**src/rtl/v_reserve_tracker_if.sv**
```systemverilog
// Scheduler <-> reservation tracker bus: start pulses with issue parameters in,
// registered busy/chain status out.
interface v_reserve_tracker_if #(
  parameter int LOGDEPTH = 6
);
  logic [7:0]        i_vwrite_start;
  logic [7:0]        i_vread_start;
  logic [7:0]        i_vfu_start;
  logic [3:0]        i_fu_delay;
  logic [LOGDEPTH:0] i_vl;
  logic [7:0]        o_vreg_busy;
  logic [7:0]        o_vreg_chain_n;
  logic [7:0]        o_vfu_busy;

  modport master (
    output i_vwrite_start, i_vread_start, i_vfu_start, i_fu_delay, i_vl,
    input  o_vreg_busy, o_vreg_chain_n, o_vfu_busy
  );
  modport slave (
    input  i_vwrite_start, i_vread_start, i_vfu_start, i_fu_delay, i_vl,
    output o_vreg_busy, o_vreg_chain_n, o_vfu_busy
  );
endinterface

```
**src/rtl/v_reserve_tracker.sv**
```systemverilog
// Vector register / FU reservation tracker: turns scheduler start pulses into
// per-register busy and chain-window status and per-FU busy status.

// Down-counter reservation: loads the length on start, busy while nonzero.
module v_rt_cnt #(
  parameter int W = 7
) (
  input  logic         clk,
  input  logic         rst_n,
  input  logic         start,
  input  logic [W-1:0] len,
  output logic         busy
);
  logic [W-1:0] cnt;

  always_ff @(posedge clk or negedge rst_n) begin
    if (!rst_n)           cnt <= '0;
    else if (start)       cnt <= len;
    else if (cnt != '0)   cnt <= cnt - 1'b1;
  end

  assign busy = (cnt != '0);
endmodule

// Per-register write reservation FSM: FU latency, then a short chain window,
// then streaming until the last element has been written.
module v_rt_wfsm #(
  parameter int LOGDEPTH  = 6,
  parameter int CHAIN_WIN = 1
) (
  input  logic              clk,
  input  logic              rst_n,
  input  logic              start,
  input  logic [3:0]        delay,
  input  logic [LOGDEPTH:0] len,
  output logic              active,
  output logic              chain
);
  localparam int CCW = (CHAIN_WIN > 1) ? $clog2(CHAIN_WIN) : 1;
  localparam logic [CCW-1:0] CC_INIT = CCW'(CHAIN_WIN - 1);

  typedef enum logic [1:0] {IDLE, DELAY, CHAIN, STREAM} wstate_e;

  wstate_e           state, state_nxt;
  logic [LOGDEPTH:0] ecnt, ecnt_nxt;
  logic [3:0]        dcnt, dcnt_nxt;
  logic [CCW-1:0]    ccnt, ccnt_nxt;

  always_ff @(posedge clk or negedge rst_n) begin
    if (!rst_n) begin
      state <= IDLE;
      ecnt  <= '0;
      dcnt  <= '0;
      ccnt  <= '0;
    end else begin
      state <= state_nxt;
      ecnt  <= ecnt_nxt;
      dcnt  <= dcnt_nxt;
      ccnt  <= ccnt_nxt;
    end
  end

  always_comb begin
    state_nxt = state;
    ecnt_nxt  = ecnt;
    dcnt_nxt  = dcnt;
    ccnt_nxt  = ccnt;
    case (state)
      DELAY: begin
        if (dcnt == 4'd0) begin
          state_nxt = CHAIN;
          ccnt_nxt  = CC_INIT;
        end else begin
          dcnt_nxt = dcnt - 4'd1;
        end
      end
      CHAIN: begin
        ecnt_nxt = ecnt - 1'b1;
        // Last element wins over the window expiring.
        if (ecnt == 1)          state_nxt = IDLE;
        else if (ccnt == '0)    state_nxt = STREAM;
        else                    ccnt_nxt  = ccnt - 1'b1;
      end
      STREAM: begin
        ecnt_nxt = ecnt - 1'b1;
        if (ecnt == 1) state_nxt = IDLE;
      end
      default: ;
    endcase
    // A new start discards whatever reservation was in flight.
    if (start) begin
      ecnt_nxt = len;
      if (delay != 4'd0) begin
        state_nxt = DELAY;
        dcnt_nxt  = delay - 4'd1;
      end else begin
        state_nxt = CHAIN;
        ccnt_nxt  = CC_INIT;
      end
    end
  end

  always_comb begin
    active = (state != IDLE);
    chain  = (state == CHAIN);
  end
endmodule

module v_reserve_tracker #(
  parameter int LOGDEPTH  = 6,
  parameter int CHAIN_WIN = 1
) (
  input  logic          clk,
  input  logic          rst_n,
  v_reserve_tracker_if.slave bus
);
  logic [LOGDEPTH:0] len;
  logic [7:0]        wr_act, wr_chain, rd_busy, fu_busy;

  // A zero length encodes a full-depth vector.
  assign len = (bus.i_vl == '0) ? {1'b1, {LOGDEPTH{1'b0}}} : bus.i_vl;

  for (genvar g = 0; g < 8; g++) begin : g_lane
    v_rt_wfsm #(.LOGDEPTH(LOGDEPTH), .CHAIN_WIN(CHAIN_WIN)) u_wr (
      .clk   (clk),
      .rst_n (rst_n),
      .start (bus.i_vwrite_start[g]),
      .delay (bus.i_fu_delay),
      .len   (len),
      .active(wr_act[g]),
      .chain (wr_chain[g])
    );
    v_rt_cnt #(.W(LOGDEPTH + 1)) u_rd (
      .clk  (clk),
      .rst_n(rst_n),
      .start(bus.i_vread_start[g]),
      .len  (len),
      .busy (rd_busy[g])
    );
    v_rt_cnt #(.W(LOGDEPTH + 1)) u_fu (
      .clk  (clk),
      .rst_n(rst_n),
      .start(bus.i_vfu_start[g]),
      .len  (len),
      .busy (fu_busy[g])
    );
  end

  // Status is decoded purely from flops, so no input reaches an output
  // in the same cycle.
  assign bus.o_vreg_busy    = wr_act | rd_busy;
  assign bus.o_vreg_chain_n = ~(wr_chain & ~rd_busy);
  assign bus.o_vfu_busy     = fu_busy;
endmodule

```
**src/flat_wrapper.sv**
```systemverilog
// flat-port wrapper written by rule: the top's interface ports become plain ports
module v_reserve_tracker_flat 
#(
  parameter int LOGDEPTH  = 6,
  parameter int CHAIN_WIN = 1
)
  (clk, rst_n, bus_i_vwrite_start, bus_i_vread_start, bus_i_vfu_start, bus_i_fu_delay, bus_i_vl, bus_o_vreg_busy, bus_o_vreg_chain_n, bus_o_vfu_busy);
  v_reserve_tracker_if #(.LOGDEPTH(LOGDEPTH)) bus_i ();
  input  logic clk;
  input  logic rst_n;
  input wire logic [$bits(bus_i.i_vwrite_start)-1:0] bus_i_vwrite_start;
  input wire logic [$bits(bus_i.i_vread_start)-1:0] bus_i_vread_start;
  input wire logic [$bits(bus_i.i_vfu_start)-1:0] bus_i_vfu_start;
  input wire logic [$bits(bus_i.i_fu_delay)-1:0] bus_i_fu_delay;
  input wire logic [$bits(bus_i.i_vl)-1:0] bus_i_vl;
  output wire logic [$bits(bus_i.o_vreg_busy)-1:0] bus_o_vreg_busy;
  output wire logic [$bits(bus_i.o_vreg_chain_n)-1:0] bus_o_vreg_chain_n;
  output wire logic [$bits(bus_i.o_vfu_busy)-1:0] bus_o_vfu_busy;
  assign bus_i.i_vwrite_start = bus_i_vwrite_start;
  assign bus_i.i_vread_start = bus_i_vread_start;
  assign bus_i.i_vfu_start = bus_i_vfu_start;
  assign bus_i.i_fu_delay = bus_i_fu_delay;
  assign bus_i.i_vl = bus_i_vl;
  assign bus_o_vreg_busy = bus_i.o_vreg_busy;
  assign bus_o_vreg_chain_n = bus_i.o_vreg_chain_n;
  assign bus_o_vfu_busy = bus_i.o_vfu_busy;
  v_reserve_tracker #(.LOGDEPTH(LOGDEPTH), .CHAIN_WIN(CHAIN_WIN)) u_core (.clk(clk), .rst_n(rst_n), .bus(bus_i));
endmodule
```
**config.mk**
```make
export PLATFORM = sky130hd
export DESIGN_NAME = v_reserve_tracker_flat
export DESIGN_NICKNAME = d
export VERILOG_FILES = /design/src/rtl/v_reserve_tracker_if.sv /design/src/rtl/v_reserve_tracker.sv /design/src/flat_wrapper.sv
export SDC_FILE = /design/constraint.sdc
export NUM_CORES = 1
export LEC_CHECK = 0
export CORE_AREA = 2 2 169 237
export CTS_BUF_LIST = sky130_fd_sc_hd__clkbuf_16
export DETAILED_ROUTE_END_ITERATION = 7
export DIE_AREA = 0 0 171 239
export GPL_TIMING_DRIVEN = 0
export HOLD_SLACK_MARGIN = 0.02
export PLACE_DENSITY_LB_ADDON = 0.3
export SETUP_SLACK_MARGIN = 0.05
export SLEW_MARGIN = 10
export SYNTH_ARGS = -nofsm -noshare
export SYNTH_HDL_FRONTEND = slang
export SYNTH_SLANG_ARGS = --single-unit
export TNS_END_PERCENT = 1
```
**constraint.sdc**
```tcl
create_clock -name clk -period 3.3 [get_ports clk]
set_input_delay 0.825 -clock clk [delete_from_list [all_inputs] [get_ports clk]]
set_output_delay 0.825 -clock clk [all_outputs]
set_load 0.02 [all_outputs]
```
# --- Word-level counts from Yosys, hierarchy flattened ---
# Index checks and enable logic that the tools add are counted.
totals:
  word_cells: 409
  latchBits: 0
  out_inout_bits: 24
  mem_bits_rw: 0
  inputBits: 37
  romBits: 0
  memories: 0
  ff_bits: 224
op_classes:
  n_mul: 0
  n_eq_ne: 56
  bitwise_logic: 4
  n_lt_le_gt_ge: 0
  addsub: 41
  div: 0
  mux: 178
  n_reduce_logical: 82
  n_shift: 0
ops:
  columns: ["cell", "n"]
  rows:
  - ["$mux W7", 49]
  - ["$sub A7 B1 Y7 const B", 24]
  - ["$mux W4", 32]
  - ["$reduce_bool A7 Y1", 16]
  - ["$mux W2", 41]
  - ["$reduce_bool A2 Y1", 32]
  - ["$eq A7 B1 Y1 const B", 8]
  - ["$ne A3 B3 Y1 const B", 16]
  - ["$pmux W2 S3", 8]
  - ["$mux W1", 40]
  - ["$reduce_bool A4 Y1", 9]
  - ["$sub A4 B1 Y4 const B", 9]
  - ["$eq A2 B2 Y1 const B", 16]
  - ["$logic_not A4 Y1", 8]
  - ["$ne A4 B3 Y1 const B", 8]
  - ["$reduce_and A4 Y1", 8]
  - ["$eq A2 B1 Y1 const B", 8]
  - ["$not A8 Y8", 2]
  - ["$pmux W1 S2", 8]
  - ["$reduce_or A2 Y1", 8]
  - ["$and A8 B8 Y8", 1]
  - ["$or A8 B8 Y8", 1]
  - ["$sub A1 B1 Y1 const B", 8]
  - ["$logic_not A7 Y1", 1]

# --- Logic depth before layout (Yosys ltp) ---
# Gate-level depths: netlist of run 1.
logic_depth:
  depth_word: 6
  depth_mapped: 8
  mapped_depth_nobuf: 6

# --- By module ---
# A second synthesis of run 1 with hierarchy kept.
hier_totals:
  cells_unflattened: 1536
  area_unflattened_um2: 14617.8
by_module_without_submodules:
  columns: ["module", "area_per_inst_um2", "seq_area_each_um2", "instances", "cells_each"]
  rows:
  - ["v_rt_cnt", 437.9, 175.2, 16, 44]
  - ["v_rt_wfsm at u_core.g_lane[0].u_wr ...", 930.9, 350.3, 7, 101]
  - ["v_rt_wfsm at u_core.g_lane[7].u_wr", 954.7, 350.3, 1, 100]
  - ["v_reserve_tracker", 140.1, 0.0, 1, 25]

# --- Worst setup path after synthesis of run 1 ---
# OpenSTA, ideal clock, no wires.
synth_path:
  kind: "register -> output"
  startpoint: "register u_core.g_lane[2].u_rd.cnt[0]"
  endpoint: "output port bus_o_vreg_busy[2]"
  path_buffers: 1
  t_required_ns: 2.475
  arrival_ns: 1.596
  stages_incl_launch_ff: 7
  slack_ns: 0.879
  cell_sequence: "dfrtp_1 inv_1 ha_1 or3b_1 buf_2 nor4_4 nand2_1"
synth_via:
  elab_chain_cells: 2
synth_rtl:
  columns: ["item", "line", "rtl"]
  rows:
  - ["start, declared", "v_reserve_tracker.sv:14", "logic [W-1:0] cnt;"]
  - ["start signal, assigned", "v_reserve_tracker.sv:18", "else if (start) cnt <= len;"]
  - ["start signal, assigned", "v_reserve_tracker.sv:19", "else if (cnt != '0) cnt <= cnt - 1'b1;"]
  - ["$reduce_bool A7 Y1", "v_reserve_tracker.sv:22", "assign busy = (cnt != '0);"]
  - ["$or A8 B8 Y8", "v_reserve_tracker.sv:151", "assign bus.o_vreg_busy = wr_act | rd_busy;"]
  - ["end, declared", "flat_wrapper.sv:16", "output wire logic [$bits(bus_i.o_vreg_busy)-1:0] bus_o_vreg_busy;"]
# Every way passes these cells.

# --- Worst setup path after layout of run 1 ---
layout_path:
  startpoint: "register u_core.g_lane[3].u_fu.cnt[4]"
  endpoint: "output port bus_o_vfu_busy[3]"
layout_via:
  elab_chain_cells: 1
layout_rtl:
  columns: ["item", "line", "rtl"]
  rows:
  - ["start, declared", "v_reserve_tracker.sv:14", null]
  - ["start signal, assigned", "v_reserve_tracker.sv:18", null]
  - ["start signal, assigned", "v_reserve_tracker.sv:19", null]
  - ["$reduce_bool A7 Y1", "v_reserve_tracker.sv:22", null]
  - ["end, declared", "flat_wrapper.sv:18", "output wire logic [$bits(bus_i.o_vfu_busy)-1:0] bus_o_vfu_busy;"]
# Every way passes these cells.

==> reports/metrics.json, run 1 <==
{
  "count_of_buffers_from_port_buffering": {"value": 48},
  "p_switching": {"value": 3.67, "unit": "mW"},
  "powerDensity": {"value": 659, "unit": "nW/um2"},
  "grt_util_all_layers": {"value": 16.3, "unit": "%"},
  "worst_ep_required_time": {"value": 2.47, "unit": "ns"},
  "initial_core_utilization": {"value": 34.4, "unit": "%"},
  "worstMarginPinSlew": {"value": 0.968, "unit": "ns"},
  "first_global_vias": {"value": 10472},
  "design_area": {"value": 15400, "unit": "um2"},
  "cp_data_arrival_time": {"value": 2.36, "unit": "ns"},
  "power": {"value": 10.1, "unit": "mW"},
  "power.internal": {"value": 6.47, "unit": "mW"},
  "mappedNetlistArea": {"value": 13400, "unit": "um2"},
  "yosys_warnings": {"value": 0},
  "synth_cells": {"value": 1431},
  "clock_latency": {"value": 0.53, "unit": "ns"},
  "htree_levels": {"value": 1},
  "critical_path_class": {"value": "reg2out"},
  "synth.distinct_cells": {"value": 52},
  "multi_input_comb_area": {"value": 7100, "unit": "um2"},
  "route.final.wire_length": {"value": 32800, "unit": "um"},
  "critical_path_peak_fanout": {"value": 5},
  "die_w": {"value": 171, "unit": "um"},
  "synth_area_per_cell": {"value": 9.35, "unit": "um2"},
  "synth-seq-area-share": {"value": 41.9, "unit": "%"},
  "seq_power_share": {"value": 39.9, "unit": "%"},
  "maximum_clock_skew_at_final_layout": {"value": 0.0191, "unit": "ns"},
  "routedWlPerCell": {"value": 15.9, "unit": "um"},
  "post_layout_nonfiller_instances": {"value": 2059},
  "rsz_0062_raised_after_global_routing": {"value": "true"},
  "dpl_cell_area": {"value": 14600, "unit": "um2"},
  "number_of_flops_mapped_to_enable_cells_by_yosys": {"value": 0},
  "synthesis.nets": {"value": 1550},
  "initial_antenna_violation_count": {"value": 0},
  "power.share.switching": {"value": 36.2, "unit": "%"},
  "dp.final_hpwl": {"value": 22600, "unit": "um"},
  "critical_path_end_type": {"value": "output port"},
  "final_hold_viol_count": {"value": 0},
  "hold_path_class": {"value": "in2async"},
  "post-route-util": {"value": 39.5, "unit": "%"},
  "cap_violations": {"value": 0},
  "ant_nets_after_route": {"value": 0},
  "run_status": {"value": "finished clean"},
  "drt_first_pass_iters": {"value": 5},
  "std_cell_rows": {"value": 86},
  "synth.ff_latch_count": {"value": 224},
  "start_kind": {"value": "flip-flop"},
  "n_antenna_cell": {"value": 0},
  "detailed_route_iter0_violations": {"value": 476},
  "timing.final.crit_period": {"value": 3.18, "unit": "ns"},
  "fmax": {"value": 314, "unit": "MHz"},
  "preCtsSetupSlack": {"value": -0.836, "unit": "ns"},
  "vdd_ir_drop_max": {"value": 366, "unit": "uV"},
  "maximum_number_of_pins_on_one_net_before_global_route_repair": {"value": 92},
  "layout.nets": {"value": 1633},
  "design.portCount": {"value": 61},
  "yosys.area.top_type": {"value": "dfrtp_1"},
  "ys_async_sr_fraction": {"value": 100, "unit": "%"},
  "power_frac_comb": {"value": 35.7, "unit": "%"},
  "routabilityCongestion": {"value": 0.819},
  "numPlacedInstances": {"value": 2009},
  "top_post_synthesis_cells_by_area": {"value": "dfrtp_1 (42%), ha_1 (7.7%), xnor2_1 (6.9%)"},
  "synthToLayoutAreaGrowth": {"value": 15.0, "unit": "%"},
  "maxSlewViolCount": {"value": 0},
  "drive_above_1_share": {"value": 10.1, "unit": "%"},
  "slew_headroom": {"value": 35.5, "unit": "%"},
  "grt_overflow_total": {"value": 0},
  "tritoncts": {"value": "built"},
  "finalHoldWorstSlack": {"value": 0.286, "unit": "ns"},
  "synth_largest_type_area_fraction": {"value": 41.9, "unit": "%"},
  "final-setup-viol-count": {"value": 0},
  "p_leak": {"value": 6.67, "unit": "nW"},
  "area.sequential": {"value": 5610, "unit": "um2"},
  "global_route_wire_length_before_repair": {"value": 53700, "unit": "um"},
  "dieArea": {"value": 40900, "unit": "um2"},
  "synthFlopType": {"value": "dfrtp_1"},
  "root_buffer": {"value": "clkbuf_16"},
  "final.period_utilization": {"value": 96.4, "unit": "%"},
  "clk_pin_slew_worst_paths": {"value": 0.06, "unit": "ns"},
  "core-area": {"value": 39000, "unit": "um2"},
  "tritoncts.num_buffers": {"value": 24},
  "max-clock-path-buffers": {"value": 3},
  "via_count": {"value": 10393},
  "final_ws_setup": {"value": 0.120, "unit": "ns"},
  "vias_per_cell": {"value": 5.05},
  "clkSinkCount": {"value": 224},
  "setup_total_negative_slack": {"value": 0, "unit": "ns"},
  "share_clk_of_total_power": {"value": 24.3, "unit": "%"},
  "die_y": {"value": 239, "unit": "um"},
  "fillCellCount": {"value": 3937},
  "detail_route.drc_violations": {"value": 0}
}
==> layer usage <==
| metal | vias up | part of all wire (%) | global-route usage [%] |
|---|---|---|---|
| met5 | - | 0 | 0 |
| li1 | 5060 | - | - |
| met3 | 50 | 3.1 | 1.90 |
| met2 | 134 | 52 | 30.4 |
| met4 | 0 | 2.6 | 5.19 |
| met1 | 5149 | 42 | 19.3 |
==> state kept, by name, summed over array words and instances (netlist names) <==
register / cells
u_core.g_lane.u_fu.cnt: 56
u_core.g_lane.u_wr.ecnt: 56
u_core.g_lane.u_wr.state: 16
u_core.g_lane.u_wr.dcnt: 32
u_core.g_lane.u_wr.ccnt: 8
u_core.g_lane.u_rd.cnt: 56
==> cell type report <==
| class | instances | share of cell area, % |
|---|---|---|
| Multi-Input combinational cell | 1014 | 46.1 |
| Sequential cell | 224 | 36.4 |
| Tap cell | 528 | 4.29 |
| Clock inverter | 18 | 0.463 |
| Buffer | 81 | 2.28 |
| Inverter | 112 | 2.76 |
| Clock buffer | 25 | 4.06 |
| Timing Repair Buffer | 57 | 3.62 |
==> logic make-up (layout without fill, tap and decap cells) <==
group | count (synthesis) | in the layout | share of synthesized area (%)
buffers and inverters | 193 | 293 | 5.71
AND/OR/NAND/NOR | 424 | 424 | 15.9
AO/OA/AOI/OAI | 307 | 307 | 14.7
XOR/XNOR | 129 | 129 | 8.44
multiplexers | 72 | 72 | 5.78
adder cells (fa/ha/maj) | 82 | 82 | 7.66
flip-flops | 224 | 224 | 41.9
==> cells in the final DEF, fill, tap and decap left out, types with 6 or more instances in the layout <==
cell / n
a21o_1: 23
a21oi_1: 34
a22o_1: 35
a22oi_1: 8
a31oi_1: 15
and3b_1: 9
buf_2: 9
buf_4: 21
clkbuf_1: 59
clkbuf_16: 25
clkbuf_2: 9
clkdlybuf4s50_1: 28
dfrtp_1: 224
ha_1: 82
inv_1: 121
mux2_2: 42
mux2i_1: 30
nand2_1: 205
nor2_1: 78
nor3_1: 30
nor3b_1: 12
nor4_1: 17
nor4_2: 8
nor4b_1: 6
o21ai_0: 119
o31ai_1: 50
or3_1: 12
or4_1: 6
or4b_2: 6
xnor2_1: 104
xor2_1: 24
==> worst paths after layout <==
check,start,end,slack [ns],depth (start not counted)
max,u_core.g_lane[3].u_fu.cnt[4]$_DFFE_PN0P_,bus_o_vfu_busy[3],0.12,6
min,rst_n,u_core.g_lane[7].u_rd.cnt[6]$_DFFE_PN0P_,0.29,1
max reg2reg,u_core.g_lane[5].u_wr.state[0]$_DFFE_PN0P_,u_core.g_lane[5].u_wr.state[1]$_DFFE_PN0P_,1.14,7
min reg2reg,u_core.g_lane[3].u_wr.ccnt$_DFF_PN0_,u_core.g_lane[3].u_wr.ccnt$_DFF_PN0_,0.52,2
max in group asynchronous,rst_n,u_core.g_lane[6].u_fu.cnt[0]$_DFFE_PN0P_,2.15,2
min in group clk,u_core.g_lane[3].u_wr.ccnt$_DFF_PN0_,u_core.g_lane[3].u_wr.ccnt$_DFF_PN0_,0.52,2
==> power groups by stage <==
stage	Sequential, mW	Clock [mW]	Combinational (mW)
3_3_place_gp	4.05	0	3.52
6_report	4.05	2.47	3.63
2_1_floorplan	3.91	0	2.87
4_1_cts	4.03	2.56	3.66
3_5_place_dp	4.06	0	3.64
5_1_grt	4.15	2.65	4.15
==> Yosys cell counts (all sizes together) (16+ instances only) <==
master,instances
mux2,42
buf,16
dfrtp,224
xor2,24
nor4,30
nor3b,17
clkbuf,65
nor3,31
a21oi,34
ha,82
xnor2,105
o21ai,119
nor2,78
a22o,35
mux2i,30
inv,111
a21o,23
o31ai,50
nand2,205
==> timing repair <==
item	in CTS	in global routing
hold buffers	0	0
resized for setup	24	31
pin swaps	5	0
setup buffers	7	0
setup endpoints to repair	37	49
==> worst max-delay path, cell delays in order (launching register included) <==
cell and delay, ns:
dfrtp_1 0.42, nor4_2 0.34, and3b_1 0.21, clkbuf_2 0.17
inv_1 0.05, buf_4 0.12, clkdlybuf4s50_1 0.52
Note: power is estimated with default switching activity, not from simulation.
==> run 2, diff against run 1 <==
--- a/config.mk
+++ b/config.mk
@@ -10,7 +10,7 @@
 export DETAILED_ROUTE_END_ITERATION = 7
 export DIE_AREA = 0 0 171 239
 export GPL_TIMING_DRIVEN = 0
-export HOLD_SLACK_MARGIN = 0.02
+export HOLD_SLACK_MARGIN = 0.03
 export PLACE_DENSITY_LB_ADDON = 0.3
 export SETUP_SLACK_MARGIN = 0.05
 export SLEW_MARGIN = 10
==> constraint.sdc (replaced) <==
create_clock -name clk -period 2.87 [get_ports clk]
set_input_delay 0.7175 -clock clk [delete_from_list [all_inputs] [get_ports clk]]
set_output_delay 0.7175 -clock clk [all_outputs]
set_load 0.02 [all_outputs]
==> run 2 against run 1 <==
- non-clock buffer count rose by 13
- sequential power rose by 15%
- critical path depth did not move
- combinational power rose by 18%
- critical path type unchanged
- register-to-register slack got worse by 0.46 ns
- worst hold slack got worse by 0.11 ns
==> reports/metrics.json, run 2 (synthesis gave the netlist of run 1 again) <==
{
  "start_kind": {"value": "flip-flop"},
  "critical_path_end_type": {"value": "output port"},
  "root_buffer": {"value": "clkbuf_16"},
  "fillCellCount": {"value": 3908, "change": "-0.74%"},
  "top_library_cells_by_usage_in_the_layout_fill_and_taps_aside": {"value": "dfrtp_1 (223), nand2_1 (193), o21ai_0 (119)"},
  "die_w": {"value": 171, "unit": "um", "change": "unchanged"},
  "n_antenna_cell": {"value": 0, "change": "unchanged"},
  "maxSlewViolCount": {"value": 0, "change": "unchanged"},
  "design_area": {"value": 15700, "unit": "um2", "change": "+2.0%"},
  "ant_nets_after_route": {"value": 0, "change": "unchanged"},
  "routedWlPerCell": {"value": 16.1, "unit": "um", "change": "+0.85%"},
  "hold_path_class": {"value": "in2async"},
  "grt_util_all_layers": {"value": 16.4, "unit": "%", "change": "+0.13 points"},
  "critical_path.cell_chain": {"value": "inv_2 > ha_4 > or3b_4 > nor3_4 > nand2_2 > buf_6"},
  "detailed_route_iter0_violations": {"value": 462, "change": "-2.9%"},
  "worst_ep_required_time": {"value": 2.15, "unit": "ns", "change": "-0.32 ns"},
  "clk_pin_slew_worst_paths": {"value": 0.06, "unit": "ns", "change": "about the same"},
  "fmax": {"value": 350, "unit": "MHz"},
  "initial_core_utilization": {"value": 34.4, "unit": "%", "change": "unchanged"},
  "max-clock-path-buffers": {"value": 3, "change": "unchanged"},
  "tritoncts": {"value": "built"},
  "p_leak": {"value": 6.80, "unit": "nW", "change": "+1.9%"},
  "layout.nets": {"value": 1646, "change": "+0.80%"},
  "cp_data_arrival_time": {"value": 2.14, "unit": "ns", "change": "-0.22 ns"},
  "layout.cells.most_common": {"value": "dfrtp_1"},
  "reg.largest.list": {"value": "u_core.g_lane.u_fu.cnt: 56 flops, u_core.g_lane.u_rd.cnt: 56 flops, u_core.g_lane.u_wr.ecnt: 56 flops"},
  "critical_path_peak_fanout": {"value": 4, "change": "-1"},
  "std_cell_rows": {"value": 86, "change": "unchanged"},
  "routabilityCongestion": {"value": 0.819, "change": "unchanged"},
  "preCtsSetupSlack": {"value": -1.16, "unit": "ns", "change": "-0.322 ns"},
  "final_hold_viol_count": {"value": 0, "change": "unchanged"},
  "dp.final_hpwl": {"value": 22600, "unit": "um", "change": "unchanged"},
  "timing.final.crit_period": {"value": 2.86, "unit": "ns"},
  "rsz_0062_raised_after_global_routing": {"value": "true"},
  "core-area": {"value": 39000, "unit": "um2", "change": "unchanged"},
  "dieArea": {"value": 40900, "unit": "um2", "change": "unchanged"},
  "dpl_cell_area": {"value": 14600, "unit": "um2", "change": "unchanged"},
  "clkSinkCount": {"value": 224, "change": "unchanged"},
  "powerDensity": {"value": 751, "unit": "nW/um2", "change": "+14%"},
  "final.period_utilization": {"value": 99.6, "unit": "%"},
  "maximum_number_of_pins_on_one_net_before_global_route_repair": {"value": 92, "change": "unchanged"},
  "clock_latency": {"value": 0.53, "unit": "ns", "change": "about the same"},
  "tritoncts.num_buffers": {"value": 24, "change": "unchanged"},
  "run_status": {"value": "finished clean"},
  "power": {"value": 11.8, "unit": "mW", "change": "+16%"},
  "maximum_clock_skew_at_final_layout": {"value": 0.0180, "unit": "ns", "change": "-0.00105 ns"},
  "worstMarginPinSlew": {"value": 0.962, "unit": "ns", "change": "-0.00610 ns"},
  "first_global_vias": {"value": 10508, "change": "+0.34%"},
  "final_ws_setup": {"value": 0.0113, "unit": "ns", "change": "-0.109 ns"},
  "post-route-util": {"value": 40.3, "unit": "%", "change": "+0.77 points"},
  "timing.critical_path.slowest_stage_cell": {"value": "or3b_4"},
  "design.portCount": {"value": 61, "change": "unchanged"},
  "route.final.wire_length": {"value": 33300, "unit": "um", "change": "+1.5%"},
  "vdd_ir_drop_max": {"value": 424, "unit": "uV", "change": "+16%"},
  "htree_levels": {"value": 1, "change": "unchanged"},
  "synthToLayoutAreaGrowth": {"value": 17.3, "unit": "%"},
  "vias_per_cell": {"value": 5.05, "change": "about the same"},
  "setup_total_negative_slack": {"value": 0, "unit": "ns", "change": "unchanged"},
  "drive_above_1_share": {"value": 13.7, "unit": "%", "change": "+3.6 points"},
  "drt_first_pass_iters": {"value": 5, "change": "unchanged"},
  "ctsHoldBuffers": {"value": 0, "change": "unchanged"},
  "cap_violations": {"value": 0, "change": "unchanged"},
  "die_y": {"value": 239, "unit": "um", "change": "unchanged"},
  "slew_headroom": {"value": 35.9, "unit": "%", "change": "+0.41 points"},
  "global_route_wire_length_before_repair": {"value": 54100, "unit": "um", "change": "+0.73%"},
  "cp_slowest_stage_delay": {"value": 0.41, "unit": "ns", "change": "-0.11 ns"},
  "critical_path_class": {"value": "reg2out"},
  "count_of_buffers_from_port_buffering": {"value": 48, "change": "unchanged"},
  "detail_route.drc_violations": {"value": 0, "change": "unchanged"},
  "grt_overflow_total": {"value": 0, "change": "unchanged"},
  "via_count": {"value": 10458, "change": "+0.63%"},
  "final-setup-viol-count": {"value": 0, "change": "unchanged"},
  "initial_antenna_violation_count": {"value": 0, "change": "unchanged"}
}
-- run 2: cell types whose count changed in the layout (fill, tap and decap cells not counted), sizes merged --
cell,delta
buf,+29
clkbuf,-8
clkdlybuf4s15,-1
clkdlybuf4s50,-5
clkinv,+1
clkinvlp,-1
dlymetal6s2s,-2
-- run 2: final timing paths --
| kind | from | to | slack (ns) | cells after the start |
|---|---|---|---|---|
| max in group asynchronous | rst_n | u_core.g_lane[6].u_fu.cnt[0]$_DFFE_PN0P_ | 1.83 | 2 |
| worst max register to register | u_core.g_lane[5].u_wr.state[0]$_DFFE_PN0P_ | u_core.g_lane[5].u_wr.state[1]$_DFFE_PN0P_ | 0.68 | 7 |
| worst max-delay path | u_core.g_lane[1].u_rd.cnt[0]$_DFFE_PN0P_ | bus_o_vreg_chain_n[1] | 0.01 | 6 |
| min in group clk | u_core.g_lane[3].u_wr.ccnt$_DFF_PN0_ | u_core.g_lane[3].u_wr.ccnt$_DFF_PN0_ | 0.52 | 2 |
| worst min-delay path | rst_n | u_core.g_lane[7].u_rd.cnt[6]$_DFFE_PN0P_ | 0.18 | 1 |
| worst min register to register | u_core.g_lane[3].u_wr.ccnt$_DFF_PN0_ | u_core.g_lane[3].u_wr.ccnt$_DFF_PN0_ | 0.52 | 2 |
-- run 2: per-stage QoR --
step           hold slack (ns)  cells
2_1_floorplan            0.422   1431
3_3_place_gp             0.494   2007
3_5_place_dp             0.510   2009
4_1_cts                  0.188   2059
5_1_grt                  0.222   2072
6_report                 0.181   2072
-- run 2: power by group --
part	switching [mW]	internal (mW)	total, mW
Combinational	2.25	2.03	4.28
Clock	1.28	1.56	2.84
Sequential	0.747	3.92	4.67
-- run 2: area by class of cell --
type / count / area (um2) / share of cell area, %
Buffer: 75 / 344 / 2.19
Tap cell: 528 / 661 / 4.21
Clock inverter: 18 / 71.3 / 0.454
Sequential cell: 224 / 5610 / 35.7
Clock buffer: 25 / 626 / 3.99
Inverter: 112 / 422 / 2.69
Multi-Input combinational cell: 1014 / 7250 / 46.2
Timing Repair Buffer: 76 / 711 / 4.53
-- run 2: timing repair --
item	in CTS	in global routing
resized for setup	101	54
setup endpoints to repair	78	25
buffers inserted	12	14
pin swaps	13	11
-- run 2: worst max-delay path: cells and delay by family, from the launching register on --
family / cells / cell delay, ns
adder cells (fa/ha/maj): 1 / 0.14
buffers and inverters: 2 / 0.26
flip-flops: 1 / 0.40
AND/OR/NAND/NOR: 3 / 0.83
-- run 2: routing by layer --
metal	vias up	global-route usage [%]	wire length [um]	part of all wire [%]
li1	5081	-	-	-
met1	5194	19.4	14000	42
met2	132	30.5	17400	52
met3	51	1.90	998	3.0
met4	0	5.52	923	2.8
met5	-	0	0	0
